==> config.mk <==
export PLATFORM = sky130hd
export DESIGN_NAME = bus_fabric_flat
export DESIGN_NICKNAME = d
export VERILOG_FILES = /design/src/rtl/bus_fabric_if.sv /design/src/rtl/bus_fabric.sv /design/src/flat_wrapper.sv
export SDC_FILE = /design/constraint.sdc
export NUM_CORES = 1
export LEC_CHECK = 0
export ABC_AREA = 1
export BUFFER_PORTS_ARGS = -buffer_cell sky130_fd_sc_hd__buf_4
export CELL_PAD_IN_SITES_DETAIL_PLACEMENT = 1
export CELL_PAD_IN_SITES_GLOBAL_PLACEMENT = 1
export CORE_MARGIN = 5
export CORE_UTILIZATION = 27
export DETAILED_ROUTE_END_ITERATION = 16
export HOLD_SLACK_MARGIN = 0.15
export PLACE_DENSITY_LB_ADDON = 0.05
export SETUP_SLACK_MARGIN = 0.05
export SYNTH_ARGS = -nofsm -noshare
export SYNTH_HDL_FRONTEND = slang
export SYNTH_SLANG_ARGS = --single-unit
==> constraint.sdc <==
create_clock -name clk -period 2 [get_ports clk]
set_clock_uncertainty 0.2 [all_clocks]
set_input_delay 0.4 -clock clk [delete_from_list [all_inputs] [get_ports clk]]
set_output_delay 0.4 -clock clk [all_outputs]
set_load 0.1 [all_outputs]
==> src/rtl/bus_fabric_if.sv <==
// bus_fabric_if: core data-port request/response plus the broadcast slave bus, bundled as one port.
// Latency: none, wires only.
// Backpressure: s_ready stalls completion, and the core holds m_ren/m_wen until m_ready.
// Ports: slave modport is the fabric. master modport is its environment: the requesting core
//        plus the responding peripherals.
interface bus_fabric_if #(
  parameter int N_SLAVES = 8,
  parameter int ADDR_W   = 32,
  parameter int DATA_W   = 32
);
  // core side
  logic [ADDR_W-1:0]          m_addr;
  logic [DATA_W-1:0]          m_wdata;
  logic [DATA_W/8-1:0]        m_wstrb;
  logic                       m_ren;
  logic                       m_wen;
  logic [DATA_W-1:0]          m_rdata;
  logic                       m_ready;
  logic                       m_err;
  // peripheral side
  logic [ADDR_W-1:0]          s_addr;
  logic [DATA_W-1:0]          s_wdata;
  logic [DATA_W/8-1:0]        s_wstrb;
  logic [N_SLAVES-1:0]        s_ren;
  logic [N_SLAVES-1:0]        s_wen;
  logic [N_SLAVES*DATA_W-1:0] s_rdata;
  logic [N_SLAVES-1:0]        s_ready;

  modport slave (
    input  m_addr, m_wdata, m_wstrb, m_ren, m_wen, s_rdata, s_ready,
    output m_rdata, m_ready, m_err, s_addr, s_wdata, s_wstrb, s_ren, s_wen
  );

  modport master (
    output m_addr, m_wdata, m_wstrb, m_ren, m_wen, s_rdata, s_ready,
    input  m_rdata, m_ready, m_err, s_addr, s_wdata, s_wstrb, s_ren, s_wen
  );
endinterface

==> src/rtl/bus_fabric.sv <==
// bus_fabric: decodes core requests onto N peripheral windows and an internal error-register pair.
// Latency: 2 cycles minimum (request -> registered strobe -> m_ready), +1 per slave wait state.
//          The issue interval is at least 3 cycles.
// Backpressure: a strobe is held until s_ready of the selected slave, or until TIMEOUT cycles have
//               passed. The core holds its request level until the m_ready pulse.
// Ports: clk, rst (synchronous, active-high); bus (slave modport); err_irq, the sticky error flag.
module bus_fabric #(
  parameter int                         N_SLAVES    = 8,
  parameter int                         ADDR_W      = 32,
  parameter int                         DATA_W      = 32,
  parameter logic [N_SLAVES*ADDR_W-1:0] SLV_BASE    = '0,
  parameter logic [N_SLAVES*ADDR_W-1:0] SLV_SIZE    = '0,
  parameter int                         DEFAULT_SLV = 0,
  parameter int                         TIMEOUT     = 255,
  parameter logic [ADDR_W-1:0]          ERR_BASE    = 32'hFFFF_FF00
) (
  input  logic        clk,
  input  logic        rst,
  bus_fabric_if.slave bus,
  output logic        err_irq
);
  localparam int SEL_W = (N_SLAVES > 1) ? $clog2(N_SLAVES) : 1;

  localparam logic [1:0] IDLE   = 2'd0;
  localparam logic [1:0] ACCESS = 2'd1;
  localparam logic [1:0] RESP   = 2'd2;

  localparam logic [1:0] TGT_SLV   = 2'd0;
  localparam logic [1:0] TGT_REG   = 2'd1;
  localparam logic [1:0] TGT_UNMAP = 2'd2;

  localparam logic [1:0] CAUSE_UNMAPPED = 2'b01;
  localparam logic [1:0] CAUSE_TIMEOUT  = 2'b10;

  localparam logic [15:0]     TMO_LAST = 16'(TIMEOUT - 1);
  localparam logic [ADDR_W:0] ERR_LO   = {1'b0, ERR_BASE};
  localparam logic [ADDR_W:0] ERR_HI   = ERR_LO + (ADDR_W+1)'(8);

  logic [1:0]       state;
  logic [1:0]       tgt_q;
  logic [SEL_W-1:0] sel_q;
  logic             wr_q;
  logic [15:0]      wait_cnt;

  logic [ADDR_W-1:0] err_addr;
  logic [1:0]        err_cause;
  logic [15:0]       err_count;

  // ---------------- decode ----------------
  // Window bounds are widened by one bit, so a window that ends at the top of the address space
  // does not wrap around.
  logic [ADDR_W:0]  addr_x;
  logic [ADDR_W:0]  win_lo;
  logic [ADDR_W:0]  win_hi;
  logic [1:0]       dec_tgt;
  logic [SEL_W-1:0] dec_sel;

  always_comb begin
    addr_x  = {1'b0, bus.m_addr};
    win_lo  = '0;
    win_hi  = '0;
    dec_tgt = TGT_UNMAP;
    dec_sel = '0;
    // Scanning downward lets the lowest matching index overwrite the others.
    for (int i = N_SLAVES - 1; i >= 0; i--) begin
      win_lo = {1'b0, SLV_BASE[i*ADDR_W +: ADDR_W]};
      win_hi = win_lo + {1'b0, SLV_SIZE[i*ADDR_W +: ADDR_W]};
      if (SLV_SIZE[i*ADDR_W +: ADDR_W] != '0 && addr_x >= win_lo && addr_x < win_hi) begin
        dec_tgt = TGT_SLV;
        dec_sel = SEL_W'(i);
      end
    end
    if (dec_tgt == TGT_UNMAP && DEFAULT_SLV < N_SLAVES) begin
      dec_tgt = TGT_SLV;
      dec_sel = SEL_W'(DEFAULT_SLV);
    end
    // The error registers shadow any slave window that overlaps them.
    if (addr_x >= ERR_LO && addr_x < ERR_HI) dec_tgt = TGT_REG;
  end

  // ---------------- access-phase helpers ----------------
  logic              sel_ready;
  logic              reg_hi;     // selects ERR_BASE+4 (status) rather than ERR_BASE+0
  logic [31:0]       status_word;
  logic              err_evt;
  logic              err_clr;
  logic [1:0]        err_evt_cause;

  assign sel_ready   = bus.s_ready[sel_q];
  assign reg_hi      = (bus.s_addr - ERR_BASE) >= ADDR_W'(4);
  assign status_word = {err_cause, 14'b0, err_count};

  always_comb begin
    err_evt       = 1'b0;
    err_clr       = 1'b0;
    err_evt_cause = CAUSE_UNMAPPED;
    if (state == ACCESS) begin
      case (tgt_q)
        TGT_SLV: begin
          if (!sel_ready && wait_cnt == TMO_LAST) begin
            err_evt       = 1'b1;
            err_evt_cause = CAUSE_TIMEOUT;
          end
        end
        TGT_REG: err_clr = wr_q && reg_hi;
        default: err_evt = 1'b1;
      endcase
    end
  end

  // ---------------- transfer FSM ----------------
  always_ff @(posedge clk) begin
    if (rst) begin
      state       <= IDLE;
      tgt_q       <= TGT_SLV;
      sel_q       <= '0;
      wr_q        <= 1'b0;
      wait_cnt    <= '0;
      bus.s_addr  <= '0;
      bus.s_wdata <= '0;
      bus.s_wstrb <= '0;
      bus.s_ren   <= '0;
      bus.s_wen   <= '0;
      bus.m_rdata <= '0;
      bus.m_ready <= 1'b0;
      bus.m_err   <= 1'b0;
    end else begin
      bus.m_ready <= 1'b0;
      case (state)
        IDLE: begin
          bus.m_err <= 1'b0;
          if (bus.m_ren || bus.m_wen) begin
            bus.s_addr  <= bus.m_addr;
            bus.s_wdata <= bus.m_wdata;
            bus.s_wstrb <= bus.m_wstrb;
            wr_q        <= bus.m_wen;
            tgt_q       <= dec_tgt;
            sel_q       <= dec_sel;
            wait_cnt    <= '0;
            if (dec_tgt == TGT_SLV) begin
              if (bus.m_wen) bus.s_wen <= N_SLAVES'(1) << dec_sel;
              else           bus.s_ren <= N_SLAVES'(1) << dec_sel;
            end
            state <= ACCESS;
          end
        end
        ACCESS: begin
          case (tgt_q)
            TGT_SLV: begin
              wait_cnt <= wait_cnt + 16'd1;
              // Completion takes priority over a timeout in the same cycle.
              if (sel_ready) begin
                bus.s_ren   <= '0;
                bus.s_wen   <= '0;
                bus.m_rdata <= bus.s_rdata[int'(sel_q)*DATA_W +: DATA_W];
                bus.m_err   <= 1'b0;
                bus.m_ready <= 1'b1;
                state       <= RESP;
              end else if (wait_cnt == TMO_LAST) begin
                bus.s_ren   <= '0;
                bus.s_wen   <= '0;
                bus.m_err   <= 1'b1;
                bus.m_ready <= 1'b1;
                state       <= RESP;
              end
            end
            TGT_REG: begin
              if (!wr_q) bus.m_rdata <= reg_hi ? DATA_W'(status_word) : DATA_W'(err_addr);
              bus.m_err   <= 1'b0;
              bus.m_ready <= 1'b1;
              state       <= RESP;
            end
            default: begin
              bus.m_err   <= 1'b1;
              bus.m_ready <= 1'b1;
              state       <= RESP;
            end
          endcase
        end
        default: begin
          // RESP: the request is not sampled again until the FSM is back in IDLE.
          state <= IDLE;
        end
      endcase
    end
  end

  // ---------------- error capture ----------------
  always_ff @(posedge clk) begin
    if (rst) begin
      err_addr  <= '0;
      err_cause <= '0;
      err_count <= '0;
      err_irq   <= 1'b0;
    end else begin
      if (err_clr) begin
        err_cause <= '0;
        err_count <= '0;
        err_irq   <= 1'b0;
      end
      // Ordered after the clear, so a coincident error survives it.
      if (err_evt) begin
        err_addr  <= bus.s_addr;
        err_cause <= err_evt_cause;
        err_count <= (err_count == 16'hFFFF) ? err_count : err_count + 16'd1;
        err_irq   <= 1'b1;
      end
    end
  end
endmodule
==> src/flat_wrapper.sv <==
// flat-port wrapper written by rule: the top's interface ports become plain ports
module bus_fabric_flat 
#(
  parameter int                         N_SLAVES    = 8,
  parameter int                         ADDR_W      = 32,
  parameter int                         DATA_W      = 32,
  parameter logic [N_SLAVES*ADDR_W-1:0] SLV_BASE    = '0,
  parameter logic [N_SLAVES*ADDR_W-1:0] SLV_SIZE    = '0,
  parameter int                         DEFAULT_SLV = 0,
  parameter int                         TIMEOUT     = 255,
  parameter logic [ADDR_W-1:0]          ERR_BASE    = 32'hFFFF_FF00
)
  (clk, rst, err_irq, bus_m_addr, bus_m_wdata, bus_m_wstrb, bus_m_ren, bus_m_wen, bus_s_rdata, bus_s_ready, bus_m_rdata, bus_m_ready, bus_m_err, bus_s_addr, bus_s_wdata, bus_s_wstrb, bus_s_ren, bus_s_wen);
  bus_fabric_if #(.N_SLAVES(N_SLAVES), .ADDR_W(ADDR_W), .DATA_W(DATA_W)) bus_i ();
  input  logic clk;
  input  logic rst;
  output logic err_irq;
  input wire logic [$bits(bus_i.m_addr)-1:0] bus_m_addr;
  input wire logic [$bits(bus_i.m_wdata)-1:0] bus_m_wdata;
  input wire logic [$bits(bus_i.m_wstrb)-1:0] bus_m_wstrb;
  input wire logic [$bits(bus_i.m_ren)-1:0] bus_m_ren;
  input wire logic [$bits(bus_i.m_wen)-1:0] bus_m_wen;
  input wire logic [$bits(bus_i.s_rdata)-1:0] bus_s_rdata;
  input wire logic [$bits(bus_i.s_ready)-1:0] bus_s_ready;
  output wire logic [$bits(bus_i.m_rdata)-1:0] bus_m_rdata;
  output wire logic [$bits(bus_i.m_ready)-1:0] bus_m_ready;
  output wire logic [$bits(bus_i.m_err)-1:0] bus_m_err;
  output wire logic [$bits(bus_i.s_addr)-1:0] bus_s_addr;
  output wire logic [$bits(bus_i.s_wdata)-1:0] bus_s_wdata;
  output wire logic [$bits(bus_i.s_wstrb)-1:0] bus_s_wstrb;
  output wire logic [$bits(bus_i.s_ren)-1:0] bus_s_ren;
  output wire logic [$bits(bus_i.s_wen)-1:0] bus_s_wen;
  assign bus_i.m_addr = bus_m_addr;
  assign bus_i.m_wdata = bus_m_wdata;
  assign bus_i.m_wstrb = bus_m_wstrb;
  assign bus_i.m_ren = bus_m_ren;
  assign bus_i.m_wen = bus_m_wen;
  assign bus_i.s_rdata = bus_s_rdata;
  assign bus_i.s_ready = bus_s_ready;
  assign bus_m_rdata = bus_i.m_rdata;
  assign bus_m_ready = bus_i.m_ready;
  assign bus_m_err = bus_i.m_err;
  assign bus_s_addr = bus_i.s_addr;
  assign bus_s_wdata = bus_i.s_wdata;
  assign bus_s_wstrb = bus_i.s_wstrb;
  assign bus_s_ren = bus_i.s_ren;
  assign bus_s_wen = bus_i.s_wen;
  bus_fabric #(.N_SLAVES(N_SLAVES), .ADDR_W(ADDR_W), .DATA_W(DATA_W), .SLV_BASE(SLV_BASE), .SLV_SIZE(SLV_SIZE), .DEFAULT_SLV(DEFAULT_SLV), .TIMEOUT(TIMEOUT), .ERR_BASE(ERR_BASE)) u_core (.clk(clk), .rst(rst), .bus(bus_i), .err_irq(err_irq));
endmodule
==> impl_metrics.xml, run 1 <==
<?xml version="1.0" encoding="UTF-8"?>
<metrics>
  <group name="floorplanning">
    <metric name="start_util" unit="">0.272</metric>
    <metric name="io-pin-count" unit="">455</metric>
    <metric name="floorplan.die.width" unit="µm">182</metric>
    <metric name="area_enclosed_by_the_die_boundary" unit="µm²">33200</metric>
    <metric name="core_region_area" unit="µm²">29500</metric>
    <metric name="placement_rows" unit="">63</metric>
    <metric name="die_h" unit="µm">182</metric>
  </group>
  <group name="placed_design">
    <metric name="hpwlAfterDp" unit="µm">23200</metric>
    <metric name="gp_congestion" unit="">0.807</metric>
    <metric name="port_buffers" unit="">209</metric>
    <metric name="place_area" unit="µm²">11200</metric>
  </group>
  <group name="synthesis">
    <metric name="synth_area" unit="µm²">8020</metric>
    <metric name="post-synth-top-count-cell" unit="">sky130_fd_sc_hd__dfxtp_1</metric>
    <metric name="synth_seq_area_share" unit="">0.435</metric>
    <metric name="count_of_flip_flops_with_a_built_in_enable_after_synthesis" unit="">0</metric>
    <metric name="ys_top_cells_by_count" unit="">sky130_fd_sc_hd__dfxtp_1, sky130_fd_sc_hd__nor2_1, sky130_fd_sc_hd__o21ai_0, sky130_fd_sc_hd__nand2_1, sky130_fd_sc_hd__a21oi_1</metric>
    <metric name="synth_area_leaders" unit="">sky130_fd_sc_hd__dfxtp_1, sky130_fd_sc_hd__o21ai_0, sky130_fd_sc_hd__a21oi_1</metric>
    <metric name="synth_top_area_share" unit="">0.435</metric>
    <metric name="syn-instance-count" unit="">1122</metric>
    <metric name="syn_avg_cell_area" unit="µm²">7.14</metric>
    <metric name="synth.distinct_cells" unit="">36</metric>
    <metric name="ys.warnings.count" unit="">0</metric>
    <metric name="dominantRegCellSynth" unit="">sky130_fd_sc_hd__dfxtp_1</metric>
    <metric name="post-synth-top-area-cell" unit="">sky130_fd_sc_hd__dfxtp_1</metric>
    <metric name="fraction_of_registers_with_async_set_reset" unit="">0</metric>
    <metric name="postSynthRegisterBits" unit="">174</metric>
  </group>
  <group name="finish">
    <metric name="fin_area" unit="µm²">13800</metric>
    <metric name="flow.area_growth_from_synthesis" unit="%">72.0</metric>
    <metric name="num-fill-cells" unit="">3572</metric>
    <metric name="final_layout_size_suffix_gt1_frac" unit="">0.402</metric>
    <metric name="num-nets-final" unit="">1903</metric>
    <metric name="antenna_cells" unit="">0</metric>
  </group>
  <group name="critical_path">
    <metric name="reg2reg_slack" unit="ns">-0.25</metric>
    <metric name="rr_startpoint" unit="">u_core.bus.s_addr[10]</metric>
    <metric name="cp_data_arrival_time" unit="ns">2.42</metric>
    <metric name="crit_required" unit="ns">2.17</metric>
    <metric name="reg2reg_depth" unit="">13</metric>
    <metric name="crit_fanout" unit="">18</metric>
    <metric name="timing.critical_path.from_type" unit="">register</metric>
    <metric name="cp-end-kind" unit="">register</metric>
    <metric name="crit-reg2reg-capture" unit="">u_core.bus.m_rdata[7]</metric>
    <metric name="setup_cp_type" unit="">reg -&gt; reg</metric>
  </group>
  <group name="sta">
    <metric name="min_period_over_period" unit="">1.13</metric>
    <metric name="setup_repair_after_global_routing_missed_its_margin" unit="">true</metric>
    <metric name="timing.final.ws_setup" unit="ns">-0.254</metric>
    <metric name="final.setup.tns" unit="ns">-11.41</metric>
    <metric name="final-max-slew-violation-count" unit="">0</metric>
    <metric name="fin_crit_period" unit="ns">2.25</metric>
    <metric name="setup-violations-final" unit="">79</metric>
    <metric name="final_hold_viol_count" unit="">0</metric>
    <metric name="fmaxAchievable" unit="GHz">0.444</metric>
  </group>
  <group name="status">
    <metric name="failed_checks" unit="">negative setup slack</metric>
    <metric name="outcome" unit="">complete, but fails checks</metric>
  </group>
  <group name="detailed_routing">
    <metric name="detailedRoute.firstPassIterationCount" unit="">4</metric>
    <metric name="ant_nets" unit="">0</metric>
    <metric name="drt-vias-per-instance" unit="">4.65</metric>
    <metric name="postRouteWirelength" unit="µm">33400</metric>
    <metric name="drt_iter0_markers" unit="">256</metric>
    <metric name="post_drt_wl_per_cell" unit="µm">17.0</metric>
    <metric name="drt_drc_violations_left" unit="">0</metric>
    <metric name="via_count" unit="">9147</metric>
  </group>
  <group name="global_routing">
    <metric name="grt_overflow_total" unit="">0</metric>
    <metric name="grt_pass1_wl" unit="µm">52500</metric>
    <metric name="antenna_found_initial" unit="">0</metric>
    <metric name="grt_max_degree" unit="">73</metric>
    <metric name="number_of_global_route_vias_before_repair" unit="">9552</metric>
    <metric name="grt_util_all_layers" unit="">0.195</metric>
  </group>
  <group name="clocking">
    <metric name="tritoncts_clock_tree" unit="">yes</metric>
    <metric name="clkTransAtPathRegs" unit="ns">0.08</metric>
    <metric name="clk-insertion-delay-late" unit="ns">0.44</metric>
    <metric name="clock_path_buffers" unit="">2</metric>
    <metric name="ctsHtreeMaxLevel" unit="">4</metric>
    <metric name="cts-buffers-inserted" unit="">17</metric>
    <metric name="cts_root_buffer" unit="">sky130_fd_sc_hd__clkbuf_16</metric>
    <metric name="clock-sinks" unit="">174</metric>
  </group>
  <group name="worst_hold_path">
    <metric name="timing.hold.worst.start" unit="">bus_m_addr[6]</metric>
    <metric name="whs_endpoint" unit="">u_core.bus.s_addr[6]</metric>
    <metric name="hold_path_class" unit="">in -&gt; reg</metric>
    <metric name="worstHoldPathCells" unit="">4</metric>
  </group>
  <group name="power">
    <metric name="leakagePower" unit="nW">5.83</metric>
    <metric name="power.ir.vdd_worst" unit="µV">474</metric>
    <metric name="power.density_cell_area" unit="nW/µm²">815</metric>
  </group>
  <group name="run">
    <metric name="max-cap-violations" unit="">0</metric>
  </group>
</metrics>
[power by group]
part	internal [mW]	switching (mW)
clock	1.84	1.70
combinational	1.05	2.77
sequential	3.71	0.158
total	6.60	4.63
[stage by stage]
step	setup WS, ns	utilization	std cells	hold WS [ns]	power [mW]
detailed placement	-0.376	0.378	1811	0.245	7.47
global placement	-0.337	0.378	1811	0.240	7.45
CTS	-0.224	0.456	1957	0.241	11.3
floorplan	-0.354	-	1135	0.228	6.38
finish	-0.254	0.468	1967	0.230	11.2
global route	-0.420	0.468	1967	0.256	11.7
[cell families after synthesis]
family                   Yosys count  synth area share
buffers and inverters            179            0.0944
AO/OA/AOI/OAI                    306             0.198
AND/OR/NAND/NOR                  452             0.260
flip-flops                       174             0.435
XOR/XNOR                           7           0.00765
other                              1          0.000468
adder cells (fa/ha/maj)            3           0.00468
[cell usage in the layout (no fill, tap or decap), types with 15 or more instances in the layout]
| cell type | synthesis | routed |
|---|---|---|
| sky130_fd_sc_hd__dfxtp_1 | 174 | 140 |
| sky130_fd_sc_hd__o21ai_2 | 0 | 27 |
| sky130_fd_sc_hd__nand2_1 | 131 | 111 |
| sky130_fd_sc_hd__nor2_4 | 1 | 15 |
| sky130_fd_sc_hd__a21oi_2 | 10 | 36 |
| sky130_fd_sc_hd__nand2_2 | 4 | 16 |
| sky130_fd_sc_hd__a21oi_1 | 130 | 103 |
| sky130_fd_sc_hd__clkbuf_16 | 0 | 18 |
| sky130_fd_sc_hd__nand4_1 | 35 | 35 |
| sky130_fd_sc_hd__buf_4 | 16 | 354 |
| sky130_fd_sc_hd__nand3_2 | 11 | 28 |
| sky130_fd_sc_hd__dlygate4sd3_1 | 0 | 100 |
| sky130_fd_sc_hd__nor2_1 | 162 | 138 |
| sky130_fd_sc_hd__o21ai_0 | 150 | 114 |
| sky130_fd_sc_hd__buf_6 | 3 | 16 |
| sky130_fd_sc_hd__inv_1 | 96 | 89 |
| sky130_fd_sc_hd__nor2_2 | 6 | 16 |
| sky130_fd_sc_hd__nand3_1 | 72 | 51 |
| sky130_fd_sc_hd__dfxtp_4 | 0 | 20 |
[worst max-delay path: stages, from the launching register on]
cell	delay, ns
sky130_fd_sc_hd__dfxtp_4	0.38
sky130_fd_sc_hd__inv_4	0.04
sky130_fd_sc_hd__nor2_4	0.19
sky130_fd_sc_hd__nand2_2	0.09
sky130_fd_sc_hd__nor2_4	0.13
sky130_fd_sc_hd__nand3_2	0.08
sky130_fd_sc_hd__nor2_2	0.17
sky130_fd_sc_hd__nand3_4	0.11
sky130_fd_sc_hd__nor2_8	0.12
sky130_fd_sc_hd__nand3_4	0.16
sky130_fd_sc_hd__buf_12	0.20
sky130_fd_sc_hd__nand2_1	0.08
sky130_fd_sc_hd__nand3_2	0.10
sky130_fd_sc_hd__a21oi_2	0.15
[worst max path at each step]
stage / start / to / slack [ns] / cells after the start
2_1_floorplan: u_core.bus.s_addr[8] / u_core.bus.m_rdata[31] / -0.35 / 14
5_1_grt: u_core.bus.s_addr[10] / u_core.bus.m_rdata[2] / -0.42 / 15
3_3_place_gp: u_core.bus.s_addr[11] / u_core.err_count[6] / -0.34 / 13
6_report: u_core.bus.s_addr[10] / u_core.bus.m_rdata[7] / -0.25 / 13
3_5_place_dp: u_core.bus.s_addr[11] / u_core.err_count[12] / -0.38 / 13
4_1_cts: u_core.bus.s_addr[10] / u_core.err_count[11] / -0.22 / 13
[flip-flops by register name, indices dropped and copies added (netlist names), 2 cells and up]
register,flops
u_core.bus.m_rdata,32
u_core.bus.s_addr,32
u_core.bus.s_wdata,32
u_core.bus.s_wstrb,4
u_core.err_addr,32
u_core.err_cause,2
u_core.err_count,16
u_core.state,2
u_core.wait_cnt,16
[metal layers]
metal  routed length [µm]  global-route usage  vias up
met5                    0                   0        -
met4                  276              0.0330        0
met3                 2310              0.0626       21
met2                14900               0.310      202
met1                15900               0.265     4297
li1                     -                   -     4627
[layout make-up]
cell class | instances | area (µm²) | area share
multi-input cells | 782 | 4540 | 0.329
repair buffers | 485 | 4160 | 0.301
flip-flops and latches | 174 | 3580 | 0.259
well taps | 390 | 488 | 0.0354
clock buffers | 18 | 439 | 0.0319
inverters | 104 | 415 | 0.0301
clock inverters | 14 | 174 | 0.0126
[repair_timing]
| item | 4_1_cts | 5_1_grt |
|---|---|---|
| pin swaps | 35 | 25 |
| hold endpoints to repair | 101 | 0 |
| gates resized for setup | 148 | 65 |
| hold buffers | 101 | 0 |
| buffers inserted | 10 | 10 |
| cloned | 4 | 1 |
| setup endpoints to repair | 90 | 97 |
No activity file was read; power rests on OpenSTA's default activity.
==> run 2, diff against run 1 <==
--- a/config.mk
+++ b/config.mk
@@ -9,11 +9,11 @@
 export BUFFER_PORTS_ARGS = -buffer_cell sky130_fd_sc_hd__buf_4
 export CELL_PAD_IN_SITES_DETAIL_PLACEMENT = 1
 export CELL_PAD_IN_SITES_GLOBAL_PLACEMENT = 1
-export CORE_MARGIN = 5
-export CORE_UTILIZATION = 27
+export CORE_AREA = 5 5 174 176
 export DETAILED_ROUTE_END_ITERATION = 16
+export DIE_AREA = 0 0 179 181
 export HOLD_SLACK_MARGIN = 0.15
-export PLACE_DENSITY_LB_ADDON = 0.05
+export PLACE_DENSITY = 0.87
 export SETUP_SLACK_MARGIN = 0.05
 export SYNTH_ARGS = -nofsm -noshare
 export SYNTH_HDL_FRONTEND = slang
==> constraint.sdc (replaced) <==
create_clock -name clk -period 2.6 [get_ports clk]
set_clock_uncertainty 0.2 [all_clocks]
set_input_delay 0.52 -clock clk [delete_from_list [all_inputs] [get_ports clk]]
set_output_delay 0.52 -clock clk [all_outputs]
set_load 0.1 [all_outputs]
==> impl_metrics.xml, run 2 (synthesized netlist as in run 1, its figures left out) <==
<?xml version="1.0" encoding="UTF-8"?>
<metrics>
  <group name="critical_path">
    <metric name="cp_data_arrival_time" unit="ns">2.61</metric>
    <metric name="crit_fanout" unit="">9</metric>
    <metric name="timing.critical_path.from_type" unit="">register</metric>
    <metric name="critical-path-slowest-cell" unit="">sky130_fd_sc_hd__dfxtp_4</metric>
    <metric name="critPathMostFrequentCell" unit="">sky130_fd_sc_hd__nand2_1</metric>
    <metric name="slowest_delay" unit="ns">0.39</metric>
    <metric name="crit_required" unit="ns">2.76</metric>
    <metric name="path_cells" unit="">nand2_2, nor2_4, nand2_1, inv_2, nand2_1, nand2_1, nand2_1, nor2_1, nand3_2, nor2_8, nand3_4, buf_4, nand2_1, nand3_1, a21oi_1</metric>
    <metric name="cp-end-kind" unit="">register</metric>
    <metric name="setup_cp_type" unit="">reg -&gt; reg</metric>
  </group>
  <group name="global_routing">
    <metric name="grt_util_all_layers" unit="">0.182</metric>
    <metric name="grt_pass1_wl" unit="µm">47700</metric>
    <metric name="number_of_global_route_vias_before_repair" unit="">8927</metric>
    <metric name="grt_max_degree" unit="">140</metric>
    <metric name="grt_overflow_total" unit="">0</metric>
    <metric name="antenna_found_initial" unit="">1</metric>
  </group>
  <group name="sta">
    <metric name="setup_repair_after_global_routing_missed_its_margin" unit="">true</metric>
    <metric name="timing.final.ws_setup" unit="ns">0.147</metric>
    <metric name="final-max-slew-violation-count" unit="">0</metric>
    <metric name="setup-violations-final" unit="">0</metric>
    <metric name="fmaxAchievable" unit="GHz">0.408</metric>
    <metric name="timing.max_slew.rel_slack" unit="">0.374</metric>
    <metric name="fin_crit_period" unit="ns">2.45</metric>
    <metric name="min_period_over_period" unit="">0.944</metric>
    <metric name="worst-slew-pin-transition" unit="ns">0.938</metric>
    <metric name="final.setup.tns" unit="ns">0</metric>
    <metric name="final_hold_viol_count" unit="">0</metric>
  </group>
  <group name="clocking">
    <metric name="clock-sinks" unit="">174</metric>
    <metric name="cts-buffers-inserted" unit="">17</metric>
    <metric name="cts_root_buffer" unit="">sky130_fd_sc_hd__clkbuf_16</metric>
    <metric name="clk-insertion-delay-late" unit="ns">0.43</metric>
    <metric name="clkTransAtPathRegs" unit="ns">0.08</metric>
    <metric name="ctsHtreeMaxLevel" unit="">4</metric>
    <metric name="clock_path_buffers" unit="">2</metric>
    <metric name="tritoncts_clock_tree" unit="">yes</metric>
    <metric name="cts_setup_buffers" unit="">0</metric>
  </group>
  <group name="worst_hold_path">
    <metric name="hold_path_class" unit="">in -&gt; reg</metric>
  </group>
  <group name="floorplanning">
    <metric name="placement_rows" unit="">62</metric>
    <metric name="io-pin-count" unit="">455</metric>
    <metric name="die_h" unit="µm">181</metric>
    <metric name="floorplan.die.width" unit="µm">179</metric>
    <metric name="core_region_area" unit="µm²">28500</metric>
    <metric name="area_enclosed_by_the_die_boundary" unit="µm²">32400</metric>
    <metric name="start_util" unit="">0.282</metric>
  </group>
  <group name="detailed_routing">
    <metric name="post_drt_wl_per_cell" unit="µm">18.0</metric>
    <metric name="postRouteWirelength" unit="µm">31200</metric>
    <metric name="ant_nets" unit="">0</metric>
    <metric name="drt_iter0_markers" unit="">385</metric>
    <metric name="drt-vias-per-instance" unit="">5.00</metric>
    <metric name="drt_drc_violations_left" unit="">0</metric>
    <metric name="via_count" unit="">8683</metric>
    <metric name="detailedRoute.firstPassIterationCount" unit="">5</metric>
  </group>
  <group name="finish">
    <metric name="commonest_cells_after_routing_fill_and_taps_aside" unit="">sky130_fd_sc_hd__buf_4, sky130_fd_sc_hd__nor2_1, sky130_fd_sc_hd__dfxtp_1</metric>
    <metric name="num-fill-cells" unit="">3519</metric>
    <metric name="layout_commonest_cell" unit="">sky130_fd_sc_hd__buf_4</metric>
    <metric name="final_layout_size_suffix_gt1_frac" unit="">0.263</metric>
    <metric name="num-nets-final" unit="">1678</metric>
    <metric name="flow.area_growth_from_synthesis" unit="%">36.7</metric>
  </group>
  <group name="power">
    <metric name="power.density_cell_area" unit="nW/µm²">746</metric>
    <metric name="leakagePower" unit="nW">4.55</metric>
    <metric name="power.ir.vdd_worst" unit="µV">417</metric>
  </group>
  <group name="placed_design">
    <metric name="hpwlAfterDp" unit="µm">22000</metric>
    <metric name="port_buffers" unit="">209</metric>
    <metric name="gp_congestion" unit="">0.937</metric>
    <metric name="dp_worst_setup_slack" unit="ns">0.0854</metric>
  </group>
  <group name="run">
    <metric name="max-cap-violations" unit="">0</metric>
  </group>
  <group name="status">
    <metric name="outcome" unit="">finished clean</metric>
  </group>
</metrics>
## run 2: stage by stage
step	std cells	hold WS [ns]	power [mW]	cell area [µm²]	util
after floorplan	1135	0.229	4.89	8120	-
after detailed placement	1683	0.249	5.55	10100	0.354
after global routing	1737	0.167	8.49	11000	0.385
after global placement	1683	0.242	5.51	10100	0.354
final	1737	0.161	8.17	11000	0.385
after CTS	1735	0.151	8.20	10900	0.382
## run 2: repair_timing
action / CTS / global route
gates resized for setup: 2 / 20
hold endpoints to repair: 20 / 1
hold buffers: 20 / 1
setup endpoints to repair: 2 / 52
pin swaps: 0 / 4
## run 2: layout make-up
type,instances,area [µm²],area share
Sequential cell,174,3540,0.323
Antenna cell,1,2.50,0.000228
Tap cell,384,480,0.0438
Clock buffer,17,425,0.0388
Multi-Input combinational cell,782,3900,0.356
Timing Repair Buffer,260,2050,0.187
Inverter,104,393,0.0359
Clock inverter,15,165,0.0151
## run 2: critical path, delay by kind of cell, from the launching register on
kind	cells	cell delay, ns
and+or+nand+nor	12	1.33
DFF	1	0.39
buffers and inverters	2	0.27
AOI/OAI and AO/OA	1	0.18
## run 2: path summary, 6_finish.rpt
check                            start                     to  slack, ns  cells after the start
hold reg to reg    u_core.err_addr[30]    u_core.err_addr[30]       0.26                      2
setup / recovery  u_core.bus.s_addr[9]  u_core.bus.m_rdata[0]       0.15                     15
setup reg to reg  u_core.bus.s_addr[9]  u_core.bus.m_rdata[0]       0.15                     15
hold / removal           bus_m_addr[7]   u_core.bus.s_addr[7]       0.16                      3
## run 2: layer usage
layer  vias to the layer above  global-route usage  wire length, µm
li1                       4163                   -                -
met1                      4174               0.234            13200
met2                       302               0.294            14600
met3                        44              0.0566             2750
met4                         0              0.0525              672
met5                         -                   0                0
## run 2: power breakdown
group	leakage [nW]	internal, mW	switching (mW)
Sequential	1.44	2.86	0.158
Clock	0.288	1.38	1.26
Combinational	2.83	0.534	1.99
Total	4.55	4.77	3.41
==> run 3, diff against run 2 <==
--- a/config.mk
+++ b/config.mk
@@ -7,12 +7,14 @@
 export LEC_CHECK = 0
 export ABC_AREA = 1
 export BUFFER_PORTS_ARGS = -buffer_cell sky130_fd_sc_hd__buf_4
+export CAP_MARGIN = 10
 export CELL_PAD_IN_SITES_DETAIL_PLACEMENT = 1
 export CELL_PAD_IN_SITES_GLOBAL_PLACEMENT = 1
 export CORE_AREA = 5 5 174 176
 export DETAILED_ROUTE_END_ITERATION = 16
 export DIE_AREA = 0 0 179 181
 export HOLD_SLACK_MARGIN = 0.15
+export MAX_ROUTING_LAYER = met4
 export PLACE_DENSITY = 0.87
 export SETUP_SLACK_MARGIN = 0.05
 export SYNTH_ARGS = -nofsm -noshare
==> impl_metrics.xml, run 3 (synthesized netlist as in run 1, its figures left out) <==
<?xml version="1.0" encoding="UTF-8"?>
<metrics>
  <group name="status">
    <metric name="outcome" unit="">finished clean</metric>
  </group>
  <group name="clocking">
    <metric name="clkTransAtPathRegs" unit="ns">0.08</metric>
    <metric name="tritoncts_clock_tree" unit="">yes</metric>
    <metric name="cts-buffers-inserted" unit="">17</metric>
    <metric name="clock-sinks" unit="">174</metric>
    <metric name="ctsHtreeMaxLevel" unit="">4</metric>
    <metric name="clk-insertion-delay-late" unit="ns">0.43</metric>
    <metric name="clock_path_buffers" unit="">2</metric>
    <metric name="cts_root_buffer" unit="">sky130_fd_sc_hd__clkbuf_16</metric>
  </group>
  <group name="critical_path">
    <metric name="critPathMostFrequentCell" unit="">sky130_fd_sc_hd__nand2_1</metric>
    <metric name="crit_required" unit="ns">2.76</metric>
    <metric name="setup_cp_type" unit="">reg -&gt; reg</metric>
    <metric name="cp.buffers_inverters" unit="">1</metric>
    <metric name="path_cells" unit="">nand2_2, nor2_2, nand3_2, nor2_2, nand3_1, nand2_1, nand2_1, nor2_8, nand3_4, buf_4, nand2_1, nand3_1, a21oi_1</metric>
    <metric name="timing.critical_path.from_type" unit="">register</metric>
    <metric name="slowest_delay" unit="ns">0.41</metric>
    <metric name="crit_fanout" unit="">12</metric>
    <metric name="cp-end-kind" unit="">register</metric>
    <metric name="critical-path-slowest-cell" unit="">sky130_fd_sc_hd__dfxtp_4</metric>
    <metric name="cp_data_arrival_time" unit="ns">2.61</metric>
    <metric name="cell_family_with_most_cp_delay" unit="">simple AND/OR/NAND/NOR gates</metric>
  </group>
  <group name="power">
    <metric name="power.density_cell_area" unit="nW/µm²">748</metric>
    <metric name="power.ir.vdd_worst" unit="µV">374</metric>
    <metric name="leakagePower" unit="nW">4.57</metric>
    <metric name="power" unit="mW">8.19</metric>
  </group>
  <group name="sta">
    <metric name="fmaxAchievable" unit="GHz">0.409</metric>
    <metric name="worst-slew-pin-transition" unit="ns">0.939</metric>
    <metric name="setup-violations-final" unit="">0</metric>
    <metric name="final.setup.tns" unit="ns">0</metric>
    <metric name="fin_crit_period" unit="ns">2.45</metric>
    <metric name="final-max-slew-violation-count" unit="">0</metric>
    <metric name="timing.max_slew.rel_slack" unit="">0.373</metric>
    <metric name="final_hold_viol_count" unit="">0</metric>
    <metric name="setup_repair_after_global_routing_missed_its_margin" unit="">false</metric>
    <metric name="min_period_over_period" unit="">0.941</metric>
  </group>
  <group name="finish">
    <metric name="flow.area_growth_from_synthesis" unit="%">36.7</metric>
    <metric name="num-nets-final" unit="">1680</metric>
    <metric name="layout_commonest_cell" unit="">sky130_fd_sc_hd__buf_4</metric>
    <metric name="commonest_cells_after_routing_fill_and_taps_aside" unit="">sky130_fd_sc_hd__buf_4, sky130_fd_sc_hd__nor2_1, sky130_fd_sc_hd__dfxtp_1</metric>
    <metric name="area.sequential" unit="µm²">3540</metric>
    <metric name="num-fill-cells" unit="">3520</metric>
    <metric name="multi_input_area" unit="µm²">3890</metric>
    <metric name="finalCoreUtilization" unit="">0.385</metric>
    <metric name="final_layout_size_suffix_gt1_frac" unit="">0.263</metric>
  </group>
  <group name="floorplanning">
    <metric name="core_region_area" unit="µm²">28500</metric>
    <metric name="floorplan.die.width" unit="µm">179</metric>
    <metric name="die_h" unit="µm">181</metric>
    <metric name="placement_rows" unit="">62</metric>
    <metric name="io-pin-count" unit="">455</metric>
    <metric name="area_enclosed_by_the_die_boundary" unit="µm²">32400</metric>
    <metric name="start_util" unit="">0.282</metric>
  </group>
  <group name="detailed_routing">
    <metric name="post_drt_wl_per_cell" unit="µm">17.7</metric>
    <metric name="drt-vias-per-instance" unit="">4.94</metric>
    <metric name="postRouteWirelength" unit="µm">30800</metric>
    <metric name="drt_drc_violations_left" unit="">0</metric>
    <metric name="detailedRoute.firstPassIterationCount" unit="">4</metric>
    <metric name="drt_iter0_markers" unit="">424</metric>
    <metric name="via_count" unit="">8586</metric>
    <metric name="ant_nets" unit="">0</metric>
  </group>
  <group name="global_routing">
    <metric name="grt_util_all_layers" unit="">0.188</metric>
    <metric name="antenna_found_initial" unit="">1</metric>
    <metric name="grt_overflow_total" unit="">0</metric>
    <metric name="grt_max_degree" unit="">79</metric>
    <metric name="number_of_global_route_vias_before_repair" unit="">9007</metric>
    <metric name="grt_pass1_wl" unit="µm">47500</metric>
  </group>
  <group name="placed_design">
    <metric name="port_buffers" unit="">209</metric>
    <metric name="gp_congestion" unit="">0.919</metric>
    <metric name="hpwlAfterDp" unit="µm">22500</metric>
  </group>
  <group name="worst_hold_path">
    <metric name="hold_path_class" unit="">in -&gt; reg</metric>
  </group>
  <group name="run">
    <metric name="max-cap-violations" unit="">0</metric>
  </group>
</metrics>
==> run 3: per-layer routing <==
| layer | vias to the layer above | wire length [µm] | GRT usage |
|---|---|---|---|
| met5 | - | 0 | - |
| met4 | 0 | 557 | 0.0504 |
| met3 | 30 | 2260 | 0.0514 |
| met2 | 281 | 14200 | 0.294 |
| met1 | 4110 | 13800 | 0.240 |
| li1 | 4165 | - | - |
==> run 3: power breakdown <==
part	internal [mW]	switching, mW	leakage [nW]
clock	1.46	1.19	0.294
combinational	0.535	2.00	2.84
sequential	2.86	0.151	1.44
==> run 3: final cells by class <==
| cell class | count | share of cell area |
|---|---|---|
| multi-input cells | 782 | 0.355 |
| repair buffers | 262 | 0.187 |
| clock inverters | 11 | 0.0107 |
| diodes | 1 | 0.000228 |
| well taps | 384 | 0.0439 |
| flip-flops and latches | 174 | 0.323 |
| clock buffers | 21 | 0.0440 |
| inverters | 104 | 0.0359 |
==> run 3: worst paths after layout <==
| check | slack (ns) | cells past startpoint | start | to |
|---|---|---|---|---|
| worst max-delay path | 0.15 | 13 | u_core.bus.s_addr[17] | u_core.bus.m_rdata[10] |
| worst min-delay path | 0.16 | 3 | bus_m_wdata[30] | u_core.bus.s_wdata[30] |
| worst max register to register | 0.15 | 13 | u_core.bus.s_addr[17] | u_core.bus.m_rdata[10] |
| worst min register to register | 0.25 | 2 | u_core.err_addr[4] | u_core.err_addr[4] |
==> run 3: metrics by stage <==
step | hold slack [ns] | cells | setup slack, ns | area [µm²]
4_1_cts | 0.151 | 1737 | 0.0509 | 10900
6_report | 0.159 | 1739 | 0.154 | 11000
3_3_place_gp | 0.241 | 1686 | 0.114 | 10100
5_1_grt | 0.158 | 1739 | 0.0348 | 11000
2_1_floorplan | 0.229 | 1135 | 0.0986 | 8120
3_5_place_dp | 0.247 | 1686 | 0.0689 | 10100
==> run 3: repair_timing <==
item | 4_1_cts | 5_1_grt
hold buffers | 19 | 0
endpoints found under the setup margin | 0 | 48
buffers inserted | 0 | 1
gates resized for setup | 0 | 19
hold endpoints to repair | 19 | 0
==> run 3: worst reg2reg max path: stages, from the launching register on <==
cell and delay [ns]:
sky130_fd_sc_hd__dfxtp_4 0.41, sky130_fd_sc_hd__nand2_2 0.11, sky130_fd_sc_hd__nor2_2 0.18, sky130_fd_sc_hd__nand3_2 0.13, sky130_fd_sc_hd__nor2_2 0.17, sky130_fd_sc_hd__nand3_1 0.08, sky130_fd_sc_hd__nand2_1 0.07, sky130_fd_sc_hd__nand2_1 0.13
sky130_fd_sc_hd__nor2_8 0.15, sky130_fd_sc_hd__nand3_4 0.13, sky130_fd_sc_hd__buf_4 0.22, sky130_fd_sc_hd__nand2_1 0.07, sky130_fd_sc_hd__nand3_1 0.14, sky130_fd_sc_hd__a21oi_1 0.17
